$ cat src/rtl/softmax_exp_sequencer.sv
// softmax_exp_sequencer: loads a score vector, sends (score - max) to one exp unit, then sums and streams the results
module softmax_exp_sequencer #(
   parameter int VEC_LEN      = 8,
   parameter int IN_WIDTH     = 33,
   parameter int IN_FRAC_BITS = 16,
   parameter int Y_WIDTH      = 16,
   parameter int SUM_WIDTH    = Y_WIDTH + $clog2(VEC_LEN),
   parameter int TIMEOUT      = 64
) (
   input  logic                        clk,
   input  logic                        rst_n,
   input  logic                        start,
   output logic                        busy,
   input  logic                        s_valid,
   output logic                        s_ready,
   input  logic signed [IN_WIDTH-1:0]  s_data,
   output logic                        exp_start,
   output logic signed [IN_WIDTH-1:0]  exp_x,
   input  logic                        exp_done,
   input  logic        [Y_WIDTH-1:0]   exp_y,
   output logic                        m_valid,
   input  logic                        m_ready,
   output logic        [Y_WIDTH-1:0]   m_data,
   output logic                        m_last,
   output logic        [SUM_WIDTH-1:0] sum_out,
   output logic                        done,
   output logic                        err_timeout
);
   localparam int IW = $clog2(VEC_LEN);
   localparam int TW = $clog2(TIMEOUT + 1);
   if (IN_FRAC_BITS >= IN_WIDTH || VEC_LEN < 2) begin : g_bad_param
      $error("softmax_exp_sequencer: invalid parameters");
   end
   typedef enum logic [2:0] {IDLE, LOAD, ISSUE, WAIT, STREAM, DONE} state_t;
   state_t state, state_nx;
   logic        [IW-1:0]        idx;
   logic signed [IN_WIDTH-1:0]  sbuf [VEC_LEN];
   logic        [Y_WIDTH-1:0]   ybuf [VEC_LEN];
   logic signed [IN_WIDTH-1:0]  max_r;
   logic        [SUM_WIDTH-1:0] sum;
   logic        [TW-1:0]        timer;
   logic signed [IN_WIDTH:0]    diff;
   logic signed [IN_WIDTH-1:0]  x_sat;
   logic        [Y_WIDTH-1:0]   y_in;
   logic last, tmo, res_fire;
   // score <= max always, so the only possible overflow is below the most negative value
   assign diff     = {sbuf[idx][IN_WIDTH-1], sbuf[idx]} - {max_r[IN_WIDTH-1], max_r};
   assign x_sat    = (diff[IN_WIDTH] != diff[IN_WIDTH-1]) ? {1'b1, {(IN_WIDTH-1){1'b0}}} : diff[IN_WIDTH-1:0];
   assign last     = idx == IW'(VEC_LEN - 1);
   assign tmo      = !exp_done && timer == TW'(TIMEOUT - 1);
   assign res_fire = state == WAIT && (exp_done || tmo);
   assign y_in     = exp_done ? exp_y : Y_WIDTH'(1);
   always_ff @(posedge clk or negedge rst_n)
      if (!rst_n) state <= IDLE;
      else        state <= state_nx;
   always_comb begin
      state_nx  = state;
      busy      = state != IDLE;
      s_ready   = state == LOAD;
      exp_start = state == ISSUE;
      exp_x     = (state == ISSUE || state == WAIT) ? x_sat : '0;
      m_valid   = state == STREAM;
      m_data    = m_valid ? ybuf[idx] : '0;
      m_last    = m_valid && last;
      done      = state == DONE;
      case (state)
         IDLE:    if (start) state_nx = LOAD;
         LOAD:    if (s_valid && last) state_nx = ISSUE;
         ISSUE:   state_nx = WAIT;
         WAIT:    if (res_fire) state_nx = last ? STREAM : ISSUE;
         STREAM:  if (m_ready && last) state_nx = DONE;
         default: state_nx = IDLE;
      endcase
   end
   // idx wraps to 0 after the last element because VEC_LEN is a power of two
   always_ff @(posedge clk or negedge rst_n)
      if (!rst_n) begin
         idx         <= '0;
         max_r       <= '0;
         sum         <= '0;
         timer       <= '0;
         sum_out     <= '0;
         err_timeout <= 1'b0;
         for (int i = 0; i < VEC_LEN; i++) begin
            sbuf[i] <= '0;
            ybuf[i] <= '0;
         end
      end else begin
         case (state)
            IDLE: if (start) begin
               sum         <= '0;
               idx         <= '0;
               err_timeout <= 1'b0;
            end
            LOAD: if (s_valid) begin
               sbuf[idx] <= s_data;
               if (idx == '0 || s_data > max_r) max_r <= s_data;
               idx <= idx + 1'b1;
            end
            ISSUE: timer <= '0;
            WAIT: begin
               timer <= timer + 1'b1;
               if (res_fire) begin
                  ybuf[idx] <= y_in;
                  sum       <= sum + SUM_WIDTH'(y_in);
                  idx       <= idx + 1'b1;
                  if (tmo) err_timeout <= 1'b1;
               end
            end
            STREAM: if (m_ready) begin
               idx <= idx + 1'b1;
               if (last) sum_out <= sum;
            end
            default: ;
         endcase
      end
endmodule

$ cat config.mk
export PLATFORM = sky130hd
export DESIGN_NAME = softmax_exp_sequencer
export DESIGN_NICKNAME = d
export VERILOG_FILES = /design/src/rtl/softmax_exp_sequencer.sv
export SDC_FILE = /design/constraint.sdc
export NUM_CORES = 1
export LEC_CHECK = 0
export BUFFER_PORTS_ARGS = -buffer_cell sky130_fd_sc_hd__clkbuf_2
export CAP_MARGIN = 10
export CORE_MARGIN = 5
export CORE_UTILIZATION = 35
export DETAILED_ROUTE_END_ITERATION = 10
export RECOVER_POWER = 25
export REMOVE_ABC_BUFFERS = 1
export SLEW_MARGIN = 20
export SYNTH_ARGS = -nofsm -noshare
export SYNTH_HDL_FRONTEND = slang
export SYNTH_SLANG_ARGS = --single-unit
$ cat constraint.sdc
create_clock -name clk -period 7.49 [get_ports clk]
set_clock_uncertainty 0.1 [all_clocks]
set_input_delay 1.498 -clock clk [delete_from_list [all_inputs] [get_ports clk]]
set_output_delay 1.498 -clock clk [all_outputs]
set_load 0.05 [all_outputs]
* After elaboration in Yosys (flattened, before gate mapping)
Cells that the tools add are included.
Cells by class: $add $sub $neg 4, multiply operators 0, divide/modulo/power cells 0, magnitude comparators 3, eq/ne operators 15, shift-type cells 0, multiplexer cells 35, bitwise gates (word level) 1, reduce and logical (&&, ||, !) cells 24
Operator list (count):
- $bwmux 264 | 1
- $mux 33 | 5
- $bwmux 128 | 1
- $bmux 33 s3 | 1
- $demux 33 s3 | 1
- $mux 16 | 5
- $bmux 16 s3 | 1
- $demux 16 s3 | 1
- $mux 19 | 2
- $pmux 19 s2 | 1
- $sub 33x33->34 | 1
- $gt 33x33->1 | 1
- $mux 3 | 9
- $add 19x16->19 | 1
- $pmux 3 s5 | 1
- $pmux 7 s2 | 1
- $pmux 3 s4 | 1
- $eq 3x3->1 const B | 3
- $reduce_and 3->1 | 3
- $ne 2x2->1 const B | 4
- $reduce_and 4->1 | 2
- $add 7x1->7 const B | 1
- $eq 7x6->1 const B | 1
- $eq 3x2->1 const B | 2
- other kinds (18) | 32
Storage, ports and cells: bits in registers 477, bits in latches 0, memory bits (writable) 0, memory bits (read-only) 0, input port bits 55, output and inout bits 75, word-level logic and storage cells 105, memories 0

* Logic depth before layout (Yosys ltp)
Gate-level depths: netlist of run 1.
depth in word-level cells 8, mapped depth 23, mapped depth without buffers 19

* Worst setup path before layout of run 1
OpenSTA, ideal clock, no wires.
kind flip-flop to output port, start point register idx[1], end point output port exp_x[16], arrival 5425 ps, setup slack 467 ps, cell stages (with the launch flop) 22, path buffers 4, path through dfrtp_1 buf_2 clkinv_1 nor3_2 clkbuf_1 a22oi_1 and4_1 ha_1 fa_1 nor2b_1 o31ai_2 a21boi_2 o21ai_2 a21o_1 and4_1 o31a_1 xnor2_1 ha_1 nand2b_1 clkbuf_1 clkbuf_1 nor3b_1
On the way: word-level cells in the longest chain between the ends 8
Ends and longest elaborated chain:
- start: declaration | line 36 | logic [IW-1:0] idx;
- start signal: assignment | line 98 | idx <= idx + 1'b1;
- start signal: assignment | line 106 | idx <= idx + 1'b1;
- start signal: assignment | line 111 | idx <= idx + 1'b1;
- $not 3->4 (implied by the code) * | line 47 | assign diff = {sbuf[idx][IN_WIDTH-1], sbuf[idx]} - {max_r[IN_WIDTH-1], max_r};
- $bmux 33 s3 * | line 47
- $mux 33 (implied by the code) * (2 in a row) | line 47
- $sub 33x33->34 * | line 47
- $ne 1x1->1 | line 48 | assign x_sat = (diff[IN_WIDTH] != diff[IN_WIDTH-1]) ? {1'b1, {(IN_WIDTH-1){1'b0}}} : diff[IN_WIDTH-1:0];
- $mux 33 * | line 48
- $mux 33 * | line 61 | exp_x = (state == ISSUE || state == WAIT) ? x_sat : '0;
- end: declaration | line 18 | output logic signed [IN_WIDTH-1:0] exp_x,
Every way passes the cells marked *; elsewhere a longest branch is shown, timed or not. The select of a mux whose other input is x is not followed.

* Final worst setup path of run 1
start point register idx[1], end point output port exp_x[31]
Same word-level chain as after synthesis.

==> results of run 1 <==
-- layer usage --
| metal | global-route usage | up-vias |
|---|---|---|
| met5 | 0 | - |
| met4 | 0.04820 | 2 |
| met3 | 0.03011 | 119 |
| met1 | 0.2504 | 8794 |
| met2 | 0.3144 | 530 |
| li1 | - | 7873 |
-- critical path, delay by kind of cell, from the launching register on --
kind / cells / cell delay [ns]
AO/OA/AOI/OAI: 7 / 1.46
XOR/XNOR: 1 / 0.12
adder cells (fa/ha/maj): 2 / 0.59
buffers and inverters: 3 / 0.73
flip-flops: 1 / 0.39
AND/OR/NAND/NOR: 6 / 1.72
-- stage by stage --
step / setup TNS [ns] / instance area, sq um
after floorplan: -44.56 / 22920
after global placement: 0 / 25240
after detailed placement: 0 / 25240
after CTS: 0 / 26930
after global routing: -0.01339 / 27010
final: 0 / 27010
-- what timing repair did --
action	in CTS	in global routing
endpoints found under the setup margin	1	27
setup buffers	0	2
hold buffers	0	0
endpoints found under the hold margin	0	0
pin swaps	0	2
resized for setup	1	12
gates cloned	0	1
-- flip-flops by register name (all words and copies together), names as in the netlist --
register     cells
sum_out         19
max_r           33
err_timeout      1
state            3
idx              3
sbuf           264
sum             19
ybuf           128
timer            7
-- synthesized netlist by cell type (5+ instances only) --
library cell / count / area share
nand2_1: 212 / 0.034
a31oi_1: 7 / 0.0019
nand2b_1: 9 / 0.0024
clkbuf_1: 71 / 0.011
and3_1: 8 / 0.0021
a21oi_1: 52 / 0.011
a41oi_1: 17 / 0.0063
nor2_1: 51 / 0.0082
nor3_2: 7 / 0.0030
inv_1: 64 / 0.010
buf_2: 34 / 0.0073
buf_1: 14 / 0.0022
o21a_1: 14 / 0.0045
nor2b_1: 13 / 0.0035
xor2_1: 16 / 0.0060
and2_1: 7 / 0.0019
ha_1: 88 / 0.047
nand3_1: 29 / 0.0062
a22oi_1: 196 / 0.063
xnor2_1: 20 / 0.0075
nand4_1: 47 / 0.013
dfrtp_1: 477 / 0.51
mux2_4: 10 / 0.0064
mux2_2: 297 / 0.14
a21o_1: 31 / 0.0099
o21ai_0: 185 / 0.039
nor3_1: 24 / 0.0051
nor4_1: 5 / 0.0013
o21bai_1: 5 / 0.0016
-- area by class of cell --
type	instances	area, sq um	share of cell area
flip-flops and latches	477	11940	0.4420
clock buffers	74	1493	0.05527
clock inverters	16	186.4	0.006903
well taps	864	1081	0.04003
repair buffers	169	1235	0.04573
diodes	1	2.502	0.00009266
multi-input cells	1427	10820	0.4006
inverters	66	255.2	0.009451
-- worst min path at each step --
stage	start	endpoint	slack (ns)
global route	ybuf[53]	ybuf[53]	0.40
CTS	ybuf[38]	ybuf[38]	0.38
global placement	ybuf[16]	ybuf[16]	0.36
finish	ybuf[38]	ybuf[38]	0.38
floorplan	sbuf[165]	sbuf[165]	0.35
detailed placement	ybuf[74]	ybuf[74]	0.37
-- cells by family (layout without fill, tap and decap cells) --
logic type               after synthesis  in the layout  synth area share
XOR/XNOR                              36             36           0.01345
AO/OA/AOI/OAI                        553            553            0.1565
adder cells (fa/ha/maj)               90             90           0.04867
flip-flops                           477            477            0.5091
buffers and inverters                189            325           0.03308
multiplexers                         311            311            0.1508
other                                  0              1                 0
AND/OR/NAND/NOR                      437            437           0.08842
-- where the power goes --
group / switching [mW] / internal (mW) / leakage [nW]
combinational: 4.72 / 3.05 / 5.32
sequential: 0.618 / 3.65 / 6.09
clock: 1.05 / 1.51 / 0.834
==> flow_metrics.env, run 1 <==
export IMPL_rows=94
export IMPL_grt_pass1_wl_mm=105.8
export IMPL_r2r_end="sbuf[214]"
export IMPL_first_global_vias=17810
export IMPL_met1_length_mm=29.72
export IMPL_clock_path_buffers=3
export IMPL_max_vdd_ir_drop_mv=0.3591
export IMPL_synth_cell_types=74
export IMPL_cts_sinks=477
export IMPL_crit_arrival_ns=5.60
export IMPL_cp_start_kind="flip-flop"
export IMPL_start_util=0.3547
export IMPL_wl_mm=67.85
export IMPL_rr_startpoint="state[1]"
export IMPL_tightest_slew_ns=5.319
export IMPL_antenna_found_initial=2
export IMPL_crit_type="flip-flop to output pin"
export IMPL_layout_commonest_cell="dfrtp_1"
export IMPL_wire_per_inst_microns=21.93
export IMPL_preCtsSetupSlack_ns=0.6154
export IMPL_critPathMaxFanout=22
export IMPL_holdCritPathClass="flip-flop to flip-flop"
export IMPL_synth_top_flop_cell="dfrtp_1"
export IMPL_clkTransAtPathRegs_ns=0.06
export IMPL_die_y_microns=268.8
export IMPL_drive_gt1_frac=0.2651
export IMPL_fin_ws_ns=0.2879
export IMPL_track_usage=0.1857
export IMPL_h_tree_depth=2
export IMPL_violations="capacitance limit, slew limit"
export IMPL_num_vias=17320
export IMPL_stdcell_count=3094
export IMPL_top_layer_used="met5"
export IMPL_cp_cell_sequence="clkinvlp_4 > nor3_4 > buf_6 > a22oi_1 > nand4_1 > ha_1 > a21oi_1 > o21ai_0 > a221o_1 > o21ai_2 > a21o_1 > and4_1 > o31a_1 > xnor2_1 > ha_1 > nand2b_2 > or4_1 > nand4_1 > buf_12"
export IMPL_status="finished with violations"
export IMPL_drtPass1Iterations=7
export IMPL_drv_slew=258
export IMPL_cts_tree="done"
export IMPL_viasPerCell=5.597
export IMPL_layout_nets=2337
export IMPL_p_per_area_mw_per_mm2=540.3
export IMPL_holdPathStages=2
export IMPL_min_period_over_period=0.9616
export IMPL_dp_hpwl_mm=44.19
export IMPL_syn2layout_area_growth_pct=15.18
export IMPL_leakage_nw=12.24
export IMPL_io_pins=130
export IMPL_required_ns=5.89
export IMPL_ys_async_sr_fraction=1.000
export IMPL_grt_max_degree=183
export IMPL_ys_warn_count=0
export IMPL_antenna_left=0
export IMPL_avgSynthCellArea_sq_um=11.20
export IMPL_wl_met3_mm=3.898
export IMPL_yosysSeqAreaShare=0.5091
export IMPL_place_gp_congestion=0.8963
export IMPL_min_period_ns=7.202
export IMPL_cp_startpoint="idx[1]"
export IMPL_reg2reg_slack_ns=3.22
export IMPL_hold_viol=0
export IMPL_portBuffers=129
export IMPL_reg2regPathDepth=6
export IMPL_drv_cap=5
export IMPL_fin_util=0.4086
export IMPL_chipWidth_microns=268.8
export IMPL_final_cell_mix="477 x dfrtp_1, 297 x mux2_2, 204 x nand2_1"
export IMPL_drcViolationCount=0
export IMPL_crit_path_end_kind="output pin"
export IMPL_synth_enable_flop_cells=0
export IMPL_synth_area_sq_mm=0.02345
export IMPL_fmax_ghz=0.1388
export IMPL_routed_wl_met2_mm=32.73
export IMPL_finalSetupViolations=0
export IMPL_fillers=6351
export IMPL_drtIter0Drc=1393
export IMPL_slew_limit_headroom=-2.546
export IMPL_dp_cells=2999
export IMPL_clk_latency_ns=0.61
export IMPL_synth_seq_cells=477
export IMPL_cts_root_buffer="clkbuf_16"
export IMPL_numCtsBuffers=51
export IMPL_crit_path_end="exp_x[31]"
export IMPL_core_sq_mm=0.06610
export IMPL_synthCells=2093
export IMPL_gr_total_overflow=0
export IMPL_die_area_sq_mm=0.07227
export IMPL_slowest_delay_ns=0.55
export IMPL_whs_ns=0.3808
export IMPL_p_total_mw=14.59
export IMPL_crit_path_top_delay_cell="or4_1"
No activity file was read; power rests on OpenSTA's default activity.
==> run 2: changes to the inputs <==
--- a/config.mk
+++ b/config.mk
@@ -6,7 +6,6 @@
 export NUM_CORES = 1
 export LEC_CHECK = 0
 export BUFFER_PORTS_ARGS = -buffer_cell sky130_fd_sc_hd__clkbuf_2
-export CAP_MARGIN = 10
 export CORE_MARGIN = 5
 export CORE_UTILIZATION = 35
 export DETAILED_ROUTE_END_ITERATION = 10
==> constraint.sdc (replaced) <==
create_clock -name clk -period 6.3 [get_ports clk]
set_clock_uncertainty 0.1 [all_clocks]
set_input_delay 1.26 -clock clk [delete_from_list [all_inputs] [get_ports clk]]
set_output_delay 1.26 -clock clk [all_outputs]
set_load 0.05 [all_outputs]
==> run 2 against run 1 <==
The flow finishes with violations (capacitance limit, slew limit, setup timing). Worst setup slack worse by 0.45 ns. Clock-buffer cell count up 1. Via count up 2.4%. Hold slack better by 0.00058 ns. Non-clock buffer count up 65. Critical path type unchanged. Highest routed layer is now met4.
==> flow_metrics.env, run 2 (synthesis gave the netlist of run 1 again) <==
export IMPL_largestRegisters="sbuf: 264 flops, ybuf: 128 flops, max_r: 33 flops"
export IMPL_rsz0062_at_grt="true"
export IMPL_whs_ns=0.3814
export IMPL_antenna_left=0
export IMPL_antenna_found_initial=1
export IMPL_largest_reg_flops=264
export IMPL_drv_slew=182
export IMPL_syn2layout_area_growth_pct=21.71
export IMPL_final_cell_mix="476 x dfrtp_1, 297 x mux2_2, 197 x nand2_1"
export IMPL_drv_cap=2
export IMPL_tightest_slew_ns=3.990
export IMPL_grt_max_degree=146
export IMPL_rows=94
export IMPL_top_layer_used="met4"
export IMPL_core_sq_mm=0.06610
export IMPL_chipWidth_microns=268.8
export IMPL_clk_latency_ns=0.61
export IMPL_wire_per_inst_microns=22.22
export IMPL_finalSetupViolations=22
export IMPL_num_vias=17730
export IMPL_io_pins=130
export IMPL_grt_pass1_wl_mm=108.7
export IMPL_violations="capacitance limit, slew limit, setup timing"
export IMPL_cts_tree="done"
export IMPL_cts_root_buffer="clkbuf_16"
export IMPL_dp_hpwl_mm=44.77
export IMPL_critPathMaxFanout=8
export IMPL_clkTransAtPathRegs_ns=0.06
export IMPL_gr_total_overflow=0
export IMPL_drtIter0Drc=1549
export IMPL_crit_type="flip-flop to output pin"
export IMPL_min_period_ns=6.465
export IMPL_crit_path_end_kind="output pin"
export IMPL_layout_commonest_cell="dfrtp_1"
export IMPL_top_register="sbuf"
export IMPL_place_gp_congestion=0.9303
export IMPL_fmax_ghz=0.1547
export IMPL_layout_nets=2402
export IMPL_slew_limit_headroom=-1.660
export IMPL_drcViolationCount=0
export IMPL_die_y_microns=268.8
export IMPL_cts_sinks=477
export IMPL_viasPerCell=5.608
export IMPL_first_global_vias=18220
export IMPL_crit_arrival_ns=5.11
export IMPL_met1_length_mm=31.14
export IMPL_holdCritPathClass="flip-flop to flip-flop"
export IMPL_min_period_over_period=1.026
export IMPL_hold_viol=0
export IMPL_preCtsSetupSlack_ns=-0.07445
export IMPL_fin_ws_ns=-0.1653
export IMPL_portBuffers=129
export IMPL_fillers=6172
export IMPL_wl_mm=70.24
export IMPL_start_util=0.3547
export IMPL_required_ns=4.94
export IMPL_die_area_sq_mm=0.07227
export IMPL_wl_met3_mm=3.943
export IMPL_h_tree_depth=2
export IMPL_routed_wl_met2_mm=33.43
export IMPL_cp_start_kind="flip-flop"
export IMPL_status="finished with violations"
export IMPL_drive_gt1_frac=0.3245
export IMPL_drtPass1Iterations=5
export IMPL_track_usage=0.1908
export IMPL_numCtsBuffers=51
export IMPL_clock_path_buffers=3
-- run 2: final cells by class --
cell class              count  area (sq um)  share of cell area
flip-flops and latches    477         11940              0.4183
multi-input cells        1427         11400              0.3996
repair buffers            234          2122             0.07436
clock buffers              75          1519             0.05322
well taps                 864          1081             0.03788
inverters                  66         256.5            0.008988
clock inverters            17         215.2            0.007541
diodes                      1         2.502          0.00008768
-- run 2: worst paths after layout --
| path | start | end | slack [ns] | cells past startpoint |
|---|---|---|---|---|
| hold reg to reg | ybuf[9] | ybuf[9] | 0.38 | 2 |
| hold / removal | ybuf[9] | ybuf[9] | 0.38 | 2 |
| setup / recovery | idx[1] | exp_x[31] | -0.17 | 20 |
| setup reg to reg | max_r[2] | max_r[12] | 2.54 | 11 |
| max in group asynchronous | rst_n | sbuf[213] | 0.75 | 2 |
| min in group asynchronous | rst_n | sbuf[56] | 1.94 | 1 |
-- run 2: metal layers --
layer | up-vias | GRT usage
li1 | 8040 | -
met1 | 9033 | 0.2674
met5 | - | 0
met4 | 0 | 0.04765
met3 | 123 | 0.02601
met2 | 532 | 0.3158
-- run 2: worst max-delay path: stages (launching register included) --
cell	delay, ns
dfrtp_1	0.41
buf_6	0.18
nor3_4	0.06
buf_12	0.13
buf_4	0.14
a22oi_2	0.14
nand4_1	0.26
ha_4	0.39
nand4_1	0.11
a211oi_2	0.24
a21boi_4	0.25
o21ai_2	0.10
a21o_1	0.21
and4_1	0.18
o31a_1	0.26
xnor2_1	0.19
ha_1	0.26
nand2b_4	0.20
or4_1	0.44
nand4_1	0.18
buf_12	0.16
-- run 2: timing repair --
| action | 4_1_cts | 5_1_grt |
|---|---|---|
| cloned | 3 | 3 |
| hold buffers | 0 | 0 |
| setup endpoints to repair | 32 | 32 |
| gates resized for setup | 89 | 125 |
| pin swaps | 42 | 34 |
| buffers inserted | 29 | 10 |
-- run 2: per-stage QoR --
| stage | cells | utilization | instance area [sq um] | TNS (ns) |
|---|---|---|---|---|
| floorplan | 1970 | - | 22920 | -75.98 |
| global placement | 3024 | 0.3863 | 25530 | 0 |
| detailed placement | 3024 | 0.3863 | 25540 | -0.2454 |
| CTS | 3148 | 0.4239 | 28020 | -2.017 |
| global route | 3161 | 0.4318 | 28540 | -31.92 |
| finish | 3161 | 0.4318 | 28540 | -1.164 |
Power of run 2 is not shown: default switching activity piles up to over one toggle a cycle in this logic, so the estimate is an artifact.
==> run 3: changes to the inputs <==
--- a/config.mk
+++ b/config.mk
@@ -5,13 +5,14 @@
 export SDC_FILE = /design/constraint.sdc
 export NUM_CORES = 1
 export LEC_CHECK = 0
-export BUFFER_PORTS_ARGS = -buffer_cell sky130_fd_sc_hd__clkbuf_2
 export CORE_MARGIN = 5
 export CORE_UTILIZATION = 35
 export DETAILED_ROUTE_END_ITERATION = 10
+export DONT_BUFFER_PORTS = 1
 export RECOVER_POWER = 25
 export REMOVE_ABC_BUFFERS = 1
 export SLEW_MARGIN = 20
 export SYNTH_ARGS = -nofsm -noshare
 export SYNTH_HDL_FRONTEND = slang
 export SYNTH_SLANG_ARGS = --single-unit
+export TNS_END_PERCENT = 30
==> run 3 against run 2 <==
Core utilization decreased by 1.4 points. Cell area fell by 3.2%. Die area is the same. Highest routed layer is now met5. Non-clock buffer count down 92. Flip-flop and latch count unchanged. Sequential share of layout area is 1.4 points higher. The run ends with setup timing left. Maximum frequency down 0.74%. Routed wire length fell by 0.67%. Final cell count decreased by 2.9%. Global-route usage fell by 0.20 points.
==> flow_metrics.env, run 3 (synthesis gave the netlist of run 1 again) <==
export IMPL_clock_path_buffers=3
export IMPL_status="finished with violations"
export IMPL_antenna_found_initial=3
export IMPL_min_period_over_period=1.034
export IMPL_power_share_clock=0.173
export IMPL_clk_latency_ns=0.61
export IMPL_first_global_vias=17720
export IMPL_violations="setup timing"
export IMPL_reg2regPathDepth=5
export IMPL_portBuffers=0
export IMPL_die_y_microns=268.8
export IMPL_final_cell_mix="476 x dfrtp_1, 297 x mux2_2, 200 x nand2_1"
export IMPL_drv_slew=0
export IMPL_min_period_ns=6.514
export IMPL_crit_arrival_ns=5.15
export IMPL_whs_ns=0.2448
export IMPL_antenna_left=0
export IMPL_internal_power_mw=10.52
export IMPL_required_ns=4.94
export IMPL_crit_type="flip-flop to output pin"
export IMPL_clkTransAtPathRegs_ns=0.06
export IMPL_layout_commonest_cell="dfrtp_1"
export IMPL_dp_hpwl_mm=44.05
export IMPL_rsz0062_at_grt="true"
export IMPL_holdCritPathClass="primary input to async pin"
export IMPL_core_sq_mm=0.06610
export IMPL_slew_limit_headroom=0.1750
export IMPL_wire_per_inst_microns=22.73
export IMPL_grt_pass1_wl_mm=107.2
export IMPL_multi_input_area_sq_mm=0.01122
export IMPL_stdcell_count=3069
export IMPL_postCtsHoldBufs=0
export IMPL_critPathMaxFanout=15
export IMPL_cts_root_buffer="clkbuf_16"
export IMPL_gr_total_overflow=0
export IMPL_start_util=0.3547
export IMPL_p_sw_mw=7.946
export IMPL_drtPass1Iterations=5
export IMPL_seqCellArea_sq_mm=0.01194
export IMPL_largest_reg_flops=264
export IMPL_p_sw_frac=0.4302
export IMPL_fin_ws_ns=-0.2135
export IMPL_crit_path_end_kind="output pin"
export IMPL_drcViolationCount=0
export IMPL_top_register="sbuf"
export IMPL_layout_nets=2311
export IMPL_viasPerCell=5.643
export IMPL_grt_max_degree=478
export IMPL_drive_gt1_frac=0.2840
export IMPL_place_gp_congestion=0.9068
export IMPL_drtIter0Drc=1395
export IMPL_hold_viol=0
export IMPL_syn2layout_area_growth_pct=17.81
export IMPL_numCtsBuffers=52
export IMPL_p_comb_frac=0.551
export IMPL_rows=94
export IMPL_wl_mm=69.77
export IMPL_max_vdd_ir_drop_mv=0.4345
export IMPL_track_usage=0.1888
export IMPL_p_seq_frac=0.276
export IMPL_largestRegisters="sbuf: 264 flops, ybuf: 128 flops, max_r: 33 flops"
export IMPL_p_per_area_mw_per_mm2=668.6
export IMPL_chipWidth_microns=268.8
export IMPL_cp_start_kind="flip-flop"
export IMPL_die_area_sq_mm=0.07227
export IMPL_fmax_ghz=0.1535
export IMPL_cts_sinks=477
export IMPL_drv_cap=0
export IMPL_finalSetupViolations=29
export IMPL_fillers=6261
export IMPL_h_tree_depth=2
export IMPL_cts_tree="done"
export IMPL_io_pins=130
export IMPL_tightest_slew_ns=1.237
export IMPL_leakage_nw=12.35
export IMPL_num_vias=17320
export IMPL_dp_cells=2934
export IMPL_p_total_mw=18.47
[run 3: path summary, 6_finish.rpt]
kind / startpoint / endpoint / slack, ns
setup reg to reg: state[0] / sum_out[3] / 2.23
hold reg to reg: ybuf[54] / ybuf[54] / 0.38
min in group clk: ybuf[54] / ybuf[54] / 0.38
hold / removal: rst_n / sbuf[119] / 0.24
setup / recovery: idx[0] / exp_x[27] / -0.21
max in group asynchronous: rst_n / sum[5] / 4.83
[run 3: power by group through the flow]
stage / clock [mW] / combinational [mW] / sequential [mW]
after global routing: 3.40 / 11.0 / 5.22
after floorplan: 0 / 6.24 / 4.86
after CTS: 3.27 / 9.75 / 5.06
after detailed placement: 0 / 9.16 / 5.09
after global placement: 0 / 9.02 / 5.05
final: 3.20 / 10.2 / 5.10
[run 3: per-layer routing]
layer	track usage	routed length, microns
met1	0.2567	30650
met2	0.3133	33210
met3	0.03321	4084
met4	0.05275	1805
met5	0	27
[run 3: worst max-delay path: stages (launching register included)]
cell and delay (ns):
dfrtp_1 0.40, buf_6 0.14, inv_8 0.08, nor3_4 0.05, buf_12 0.15, buf_4 0.13, a22oi_1 0.14, nand4_1 0.25
ha_4 0.37, nand4_1 0.19, a211oi_2 0.25, a21boi_4 0.24, o21ai_2 0.10, a21o_1 0.20, and4_1 0.17, o31a_1 0.25
xnor2_1 0.17, ha_1 0.27, nand2b_4 0.19, or4_4 0.57, nand3_4 0.09, buf_12 0.14
[run 3: area by class of cell]
type,instances,area share
Antenna cell,1,0.00009059
Timing Repair Buffer,142,0.04883
Multi-Input combinational cell,1427,0.4061
Clock buffer,77,0.05635
Clock inverter,15,0.007881
Inverter,66,0.009512
Sequential cell,477,0.4321
Tap cell,864,0.03913
[run 3: through the flow]
stage,cell area [sq um],util,worst slack (ns),setup TNS [ns]
2_1_floorplan,22920,-,-2.757,-75.98
3_3_place_gp,24980,0.3779,0.1049,0
3_5_place_dp,24990,0.3781,-0.001102,-0.001102
4_1_cts,27320,0.4134,-0.1604,-0.6831
5_1_grt,27620,0.4179,-0.3519,-6.702
6_report,27620,0.4179,-0.2135,-2.081
[run 3: timing repair]
action,4_1_cts,5_1_grt
cloned,2,1
setup buffers,26,13
endpoints found under the setup margin,33,32
resized for setup,65,36
pin swaps,35,37
hold endpoints to repair,0,0
